## config.mk

```make
export PLATFORM = sky130hd
export DESIGN_NAME = pkt_framer_flat
export DESIGN_NICKNAME = d
export VERILOG_FILES = /design/src/rtl/pkt_pkg.sv /design/src/rtl/pkt_framer_if.sv /design/src/rtl/pkt_seq_table.sv /design/src/rtl/pkt_framer.sv /design/src/flat_wrapper.sv
export SDC_FILE = /design/constraint.sdc
export NUM_CORES = 1
export LEC_CHECK = 0
export ABC_AREA = 1
export CORE_ASPECT_RATIO = 0.9
export CORE_MARGIN = 1.5
export CORE_UTILIZATION = 40
export CTS_CLUSTER_SIZE = 40
export DETAILED_ROUTE_END_ITERATION = 8
export GPL_ROUTABILITY_DRIVEN = 0
export PLACE_DENSITY_LB_ADDON = 0.2
export SETUP_SLACK_MARGIN = 0.2
export SLEW_MARGIN = 10
export SYNTH_ARGS = -nofsm -noshare
export SYNTH_HDL_FRONTEND = slang
export SYNTH_HIERARCHICAL = 1
export SYNTH_SLANG_ARGS = --single-unit
```

## constraint.sdc

```tcl
create_clock -name clk -period 4.9 [get_ports clk]
set_input_delay 0.735 -clock clk [delete_from_list [all_inputs] [get_ports clk]]
set_output_delay 0.735 -clock clk [all_outputs]
set_load 0.01 [all_outputs]
```

## src/rtl/pkt_pkg.sv

```systemverilog
// pkt_pkg: shared framer/parser types, sizes and little-endian byte-swap helpers.
//   state_t          framer FSM states
//   HDR_BYTES        header bytes counted in msgLen (word0 + word1)
//   WORD_BYTES       bytes per bus word
//   to_le16/to_le32  byte swap into on-the-wire little-endian order
package pkt_pkg;
    typedef enum logic [1:0] {IDLE, HDR0, HDR1, PAYLOAD} state_t;
    localparam int HDR_BYTES = 8;
    localparam int WORD_BYTES = 4;
    function automatic logic [15:0] to_le16(input logic [15:0] v);
        return {v[7:0], v[15:8]};
    endfunction
    function automatic logic [31:0] to_le32(input logic [31:0] v);
        return {v[7:0], v[15:8], v[23:16], v[31:24]};
    endfunction
endpackage

```

## src/rtl/pkt_framer_if.sv

```systemverilog
// pkt_framer_if: command, payload and framed-output buses of the packet framer.
//   cmd_*      per-packet command (stream id, msgLen) and drop pulse cmd_err
//   pay_*      raw payload word stream
//   dataOut*   framed val/ready/last output to the parser
// Optional macro SEQ_GAP_INJECT_EN adds cmd_skip (sampled with the command).
// Modports: slave = framer side, master = environment side.
interface pkt_framer_if;
    logic        cmd_val;
    logic        cmd_ready;
    logic [15:0] cmd_stream;
    logic [15:0] cmd_len;
    logic        cmd_err;
`ifdef SEQ_GAP_INJECT_EN
    logic        cmd_skip;
`endif
    logic [31:0] pay_data;
    logic        pay_val;
    logic        pay_ready;
    logic [31:0] dataOut;
    logic        dataOut_val;
    logic        dataOut_ready;
    logic        dataOut_last;
    modport slave (
        input  cmd_val, cmd_stream, cmd_len, pay_data, pay_val, dataOut_ready,
`ifdef SEQ_GAP_INJECT_EN
        input  cmd_skip,
`endif
        output cmd_ready, cmd_err, pay_ready, dataOut, dataOut_val, dataOut_last
    );
    modport master (
        output cmd_val, cmd_stream, cmd_len, pay_data, pay_val, dataOut_ready,
`ifdef SEQ_GAP_INJECT_EN
        output cmd_skip,
`endif
        input  cmd_ready, cmd_err, pay_ready, dataOut, dataOut_val, dataOut_last
    );
endinterface

```

## src/rtl/pkt_seq_table.sv

```systemverilog
// pkt_seq_table: NUM_STREAMS x 32-bit sequence register file, reset to SEQ_INIT.
//   clk, reset          clock, synchronous active-high reset
//   rd_idx_i/rd_data_o  combinational read port
//   we_i/wr_idx_i/wr_data_i  synchronous write port
module pkt_seq_table #(
    parameter int          NUM_STREAMS = 16,
    parameter logic [31:0] SEQ_INIT    = 32'd1
) (
    input  logic                           clk,
    input  logic                           reset,
    input  logic [$clog2(NUM_STREAMS)-1:0] rd_idx_i,
    output logic [31:0]                    rd_data_o,
    input  logic                           we_i,
    input  logic [$clog2(NUM_STREAMS)-1:0] wr_idx_i,
    input  logic [31:0]                    wr_data_i
);
    logic [31:0] tbl_q [NUM_STREAMS];

    always_ff @(posedge clk) begin
        if (reset) begin
            for (int i = 0; i < NUM_STREAMS; i++) tbl_q[i] <= SEQ_INIT;
        end else if (we_i) begin
            tbl_q[wr_idx_i] <= wr_data_i;
        end
    end

    assign rd_data_o = tbl_q[rd_idx_i];
endmodule

```

## src/rtl/pkt_framer.sv

```systemverilog
// pkt_framer: frames command + payload words into header/seq/payload packets.
//   clk, reset  clock, synchronous active-high reset
//   bus         pkt_framer_if.slave: cmd_* command, pay_* payload, dataOut* framed output
// Word0 = LE {msgLen, streamId}, word1 = LE per-stream seq, then ceil(len/4)-2 payload words.
// Optional macro SEQ_GAP_INJECT_EN: cmd_skip=1 uses seq+1 and stores seq+2.
module pkt_framer
    import pkt_pkg::*;
#(
    parameter int          NUM_STREAMS = 16,
    parameter logic [31:0] SEQ_INIT    = 32'd1
) (
    input logic         clk,
    input logic         reset,
    pkt_framer_if.slave bus
);
    localparam int IW = $clog2(NUM_STREAMS);

    state_t      state_q;
    logic [15:0] stream_q;
    logic [15:0] len_q;
    logic [31:0] seq_q;
    logic [13:0] cnt_q;
    logic [31:0] data_q;
    logic        val_q;
    logic        last_q;
    logic        err_q;

    logic          adv;
    logic          accept;
    logic          len_ok;
    logic          tbl_we;
    logic [IW-1:0] idx;
    logic [31:0]   tbl_rd;
    logic [31:0]   seq_d;
    logic [14:0]   words;
    logic [13:0]   cnt_d;

    // Output register may load when empty or being drained this cycle.
    assign adv           = !val_q || bus.dataOut_ready;
    assign bus.cmd_ready = !reset && state_q == IDLE && adv;
    assign bus.pay_ready = !reset && state_q == PAYLOAD && adv;
    assign accept        = bus.cmd_val && bus.cmd_ready;
    assign len_ok        = bus.cmd_len >= 16'(HDR_BYTES);
    assign tbl_we        = accept && len_ok;
    assign idx           = bus.cmd_stream[IW-1:0];
    assign words         = 15'((32'(bus.cmd_len) + 32'(WORD_BYTES - 1)) / WORD_BYTES);
    assign cnt_d         = 14'(words - 15'd2);
`ifdef SEQ_GAP_INJECT_EN
    assign seq_d = tbl_rd + {31'd0, bus.cmd_skip};
`else
    assign seq_d = tbl_rd;
`endif

    pkt_seq_table #(.NUM_STREAMS(NUM_STREAMS), .SEQ_INIT(SEQ_INIT)) u_seq (
        .clk      (clk),
        .reset    (reset),
        .rd_idx_i (idx),
        .rd_data_o(tbl_rd),
        .we_i     (tbl_we),
        .wr_idx_i (idx),
        .wr_data_i(seq_d + 32'd1)
    );

    always_ff @(posedge clk) begin
        if (reset) begin
            state_q  <= IDLE;
            stream_q <= '0;
            len_q    <= '0;
            seq_q    <= '0;
            cnt_q    <= '0;
            data_q   <= '0;
            val_q    <= 1'b0;
            last_q   <= 1'b0;
            err_q    <= 1'b0;
        end else begin
            err_q <= accept && !len_ok;
            // Drained word leaves the register unless a new one loads below.
            if (adv) begin
                val_q  <= 1'b0;
                last_q <= 1'b0;
            end
            case (state_q)
                IDLE: if (tbl_we) begin
                    stream_q <= bus.cmd_stream;
                    len_q    <= bus.cmd_len;
                    seq_q    <= seq_d;
                    cnt_q    <= cnt_d;
                    state_q  <= HDR0;
                end
                HDR0: if (adv) begin
                    data_q  <= {to_le16(len_q), to_le16(stream_q)};
                    val_q   <= 1'b1;
                    state_q <= HDR1;
                end
                HDR1: if (adv) begin
                    data_q  <= to_le32(seq_q);
                    val_q   <= 1'b1;
                    last_q  <= cnt_q == '0;
                    state_q <= cnt_q == '0 ? IDLE : PAYLOAD;
                end
                PAYLOAD: if (bus.pay_val && bus.pay_ready) begin
                    data_q  <= bus.pay_data;
                    val_q   <= 1'b1;
                    last_q  <= cnt_q == 14'd1;
                    cnt_q   <= cnt_q - 14'd1;
                    state_q <= cnt_q == 14'd1 ? IDLE : PAYLOAD;
                end
                default: state_q <= IDLE;
            endcase
        end
    end

    assign bus.dataOut      = data_q;
    assign bus.dataOut_val  = val_q;
    assign bus.dataOut_last = last_q;
    assign bus.cmd_err      = err_q;
endmodule

```

## src/flat_wrapper.sv

```systemverilog
// flat-port wrapper written by rule: the top's interface ports become plain ports
module pkt_framer_flat import pkt_pkg::*;
#(
    parameter int          NUM_STREAMS = 16,
    parameter logic [31:0] SEQ_INIT    = 32'd1
)
  (clk, reset, bus_cmd_val, bus_cmd_stream, bus_cmd_len, bus_pay_data, bus_pay_val, bus_dataOut_ready, bus_cmd_ready, bus_cmd_err, bus_pay_ready, bus_dataOut, bus_dataOut_val, bus_dataOut_last);
  pkt_framer_if bus_i ();
  input logic clk;
  input logic reset;
  input wire logic [$bits(bus_i.cmd_val)-1:0] bus_cmd_val;
  input wire logic [$bits(bus_i.cmd_stream)-1:0] bus_cmd_stream;
  input wire logic [$bits(bus_i.cmd_len)-1:0] bus_cmd_len;
  input wire logic [$bits(bus_i.pay_data)-1:0] bus_pay_data;
  input wire logic [$bits(bus_i.pay_val)-1:0] bus_pay_val;
  input wire logic [$bits(bus_i.dataOut_ready)-1:0] bus_dataOut_ready;
  output wire logic [$bits(bus_i.cmd_ready)-1:0] bus_cmd_ready;
  output wire logic [$bits(bus_i.cmd_err)-1:0] bus_cmd_err;
  output wire logic [$bits(bus_i.pay_ready)-1:0] bus_pay_ready;
  output wire logic [$bits(bus_i.dataOut)-1:0] bus_dataOut;
  output wire logic [$bits(bus_i.dataOut_val)-1:0] bus_dataOut_val;
  output wire logic [$bits(bus_i.dataOut_last)-1:0] bus_dataOut_last;
  assign bus_i.cmd_val = bus_cmd_val;
  assign bus_i.cmd_stream = bus_cmd_stream;
  assign bus_i.cmd_len = bus_cmd_len;
  assign bus_i.pay_data = bus_pay_data;
  assign bus_i.pay_val = bus_pay_val;
  assign bus_i.dataOut_ready = bus_dataOut_ready;
  assign bus_cmd_ready = bus_i.cmd_ready;
  assign bus_cmd_err = bus_i.cmd_err;
  assign bus_pay_ready = bus_i.pay_ready;
  assign bus_dataOut = bus_i.dataOut;
  assign bus_dataOut_val = bus_i.dataOut_val;
  assign bus_dataOut_last = bus_i.dataOut_last;
  pkt_framer #(.NUM_STREAMS(NUM_STREAMS), .SEQ_INIT(SEQ_INIT)) u_core (.clk(clk), .reset(reset), .bus(bus_i));
endmodule
```

==> flow_metrics.tcl <==
set metrics [dict create \
    syn_avg_cell_area_sq_um 8.27 \
    htree_num_levels 3 \
    tns_ns 0 \
    cp-end-kind "flop" \
    fmax_mhz 258 \
    ir_worst_vdd_v 0.000224 \
    start_util_pct 40.3 \
    rows 96 \
    worstHoldStart "u_core/len_q[1]" \
    synth.cell_area_sq_um 30600 \
    area.sequential_sq_um 17700 \
    rsz0062_at_grt "no" \
    met3_length_um 7460 \
    hp-class "reg2reg" \
    clkSinkCount 627 \
    r2r-end "u_core/u_seq/tbl_q[4][17]" \
    clk-insertion-delay-late_ns 0.62 \
    cts.path.max_buffers 3 \
    clk_pin_slew_worst_paths_ns 0.06 \
    p_leak_nw 15.1 \
    cts_buffers 69 \
    clock_skew_ns 0.0258 \
    tritoncts "yes" \
    fin_crit_sh_pct 79.0 \
    critPathKind "in2reg" \
    final_nets 3802 \
    met1Wirelength_um 44300 \
    area_growth_pct 14.3 \
    whs_endpoint "u_core/len_q[1]" \
    fp.dieH_um 266 \
    rrSetupSlack_ns 1.34 \
    vias_per_cell 5.18 \
    core_region_area_sq_um 76000 \
    grt_pass1_vias 23000 \
    grt_max_degree 104 \
    postCtsSetupBuffers 0 \
    ys_seq_area_share_pct 57.7 \
    power.density_nw_per_um2 397 \
    arrival_ns 4.19 \
    grt_pass1_wl_um 145000 \
    tightestPinTransition_ns 0.842 \
    finalHoldViolCount 0 \
    n_fill_cell 7423 \
    antenna_found_initial 0 \
    drcViolationCount 0 \
    ios 106 \
    setup-violations-final 0 \
    dr.pass1.iters 5 \
    multi_input_area_sq_um 10000 \
    die_w_um 295 \
    dpl.hpwl_um 55900 \
    wl_per_cell_um 20.3 \
    r2r_start "u_core/state_q[1]" \
    startpoint_type "input port" \
    cts_hold_buffers 0 \
    cts-resized-gates 0 \
    wl_met2_um 43500 \
    final_util_pct 46.1 \
    dieArea_sq_um 78300 \
    root_buffer "clkbuf_16" \
    drt_iter0_drc 2714 \
    wl_um 97700 \
    cp.required_ns 5.22 \
    hold_path_depth 2 \
    gr-total-overflow 0 \
    syn_nets 3780 \
    yosysUniqueCellTypes 36 \
    grt_util_all_layers_pct 24.8 \
    antenna_left 0 \
    diodes 0 \
    drive_above_1_share_pct 6.25 \
    syn_inst 3707 \
    total_power_mw 13.9 \
    yosysWarningCount 6 \
    min_period_ns 3.87 \
    cp_max_fo 63 \
    status "finished clean" \
    max-slew-margin-rel_pct 43.7 \
    maxUsedRoutingLayer "met4" \
    r2r_cells 13 \
    via_count 24900 \
    portBuffers 105 \
    synth_seq_cells 627 \
    maxCapViolCount 0 \
    slew_viol_final 0 \
]
-- worst max-delay path, cell delays in order --
cell and delay [ns]:
clkbuf_8 0.23, inv_8 0.36, nand2_1 0.09, nand2_1 0.07
nand2_1 0.04, nand3_1 0.08, nand3_1 0.10, nand2_1 0.17
ha_1 0.24, nand3_2 0.11, nor2_1 0.28, nand3_2 0.18
nor2_4 0.17, nand2_2 0.10, nor3_2 0.17, nor3b_2 0.30
nand2_1 0.11, xnor2_1 0.14, inv_1 0.36, nor2_1 0.11
-- metal layers --
| metal | GRT usage, % | vias up |
|---|---|---|
| met3 | 3.41 | 153 |
| met1 | 36.6 | 12000 |
| met5 | 0 | - |
| li1 | - | 11800 |
| met2 | 38.0 | 1010 |
| met4 | 6.70 | 0 |
-- state kept, by name (all words and copies together), names as in the netlist --
register / flops
u_core/bus.cmd_err: 1
u_core/bus.dataOut: 32
u_core/bus.dataOut_last: 1
u_core/bus.dataOut_val: 1
u_core/cnt_q: 14
u_core/len_q: 16
u_core/seq_q: 32
u_core/state_q: 2
u_core/stream_q: 16
u_core/u_seq/tbl_q: 512
-- metrics by stage --
stage	area, sq um	hold slack (ns)	cells	setup slack (ns)
after global routing	35000	0.475	4808	0.665
after detailed placement	32800	0.440	4687	0.427
after CTS	35000	0.449	4808	1.06
final	35000	0.454	4808	1.03
after global placement	32800	0.436	4687	0.492
after floorplan	30600	0.424	3707	1.16
-- Yosys cell counts, drive strengths merged --
master | number | share of area [%]
nand2 | 904 | 11
nor2 | 695 | 8.6
inv | 519 | 6.4
edfxtp | 512 | 50
nand3 | 453 | 7.5
buf | 140 | 2.3
o21ai | 127 | 2.1
dfxtp | 115 | 7.5
clkbuf | 93 | 1.1
a21oi | 62 | 1.0
xor2 | 22 | 0.63
nand4 | 19 | 0.39
xnor2 | 15 | 0.43
nor3 | 12 | 0.28
a31oi | 4 | 0.082
ha | 4 | 0.16
a211oi | 3 | 0.073
nor4 | 3 | 0.082
and2 | 1 | 0.020
clkinv | 1 | 0.012
nand3b | 1 | 0.025
nor3b | 1 | 0.041
o221ai | 1 | 0.029
-- cells by family after synthesis --
group                      Yosys count  synth area share [%]
adders and majority gates            4                 0.163
buffers and inverters              753                  9.85
DFF                                627                  57.7
xor gates and xnor gates            37                  1.06
AOI/OAI and AO/OA                  197                  3.28
and+or+nand+nor                   2089                  28.0
-- area by class of cell --
| type | instances | share of cell area (%) |
|---|---|---|
| Clock buffer | 96 | 5.65 |
| Timing Repair Buffer | 184 | 5.46 |
| Inverter | 520 | 5.60 |
| Clock inverter | 25 | 0.593 |
| Sequential cell | 627 | 50.5 |
| Tap cell | 1029 | 3.67 |
| Multi-Input combinational cell | 2327 | 28.6 |
-- cells in the final DEF, fill, tap and decap left out, drive strengths merged --
cell           instances
nor3                  12
a31oi                  4
buf                   82
nand2                904
clkinv                21
o21ai                127
nor4                   3
nand4                 19
clkbuf                97
xor2                  22
clkinvlp               2
clkdlybuf4s50        101
nand3b                 1
ha                     4
inv                  519
nor2                 695
and2                   1
nor3b                  1
o221ai                 1
dfxtp                115
xnor2                 15
edfxtp               512
bufinv                 3
nand3                453
a21oi                 62
a211oi                 3
-- power breakdown --
group / total, mW / switching [mW] / internal [mW]
combinational: 2.43 / 1.63 / 0.796
sequential: 6.36 / 0.200 / 6.16
clock: 5.12 / 2.14 / 2.98
total: 13.9 / 3.97 / 9.93
-- how the worst max path moves through the flow --
stage / start / to / slack (ns)
CTS: bus_cmd_stream[0] / u_core/u_seq/tbl_q[9][29] / 1.06
detailed placement: bus_cmd_stream[0] / u_core/u_seq/tbl_q[9][29] / 0.43
global placement: bus_cmd_stream[0] / u_core/u_seq/tbl_q[5][29] / 0.49
floorplan: bus_cmd_stream[0] / u_core/u_seq/tbl_q[10][28] / 1.16
finish: bus_cmd_stream[0] / u_core/u_seq/tbl_q[2][28] / 1.03
global route: bus_cmd_stream[0] / u_core/u_seq/tbl_q[5][29] / 0.66
(Power assumes the default switching activity.)
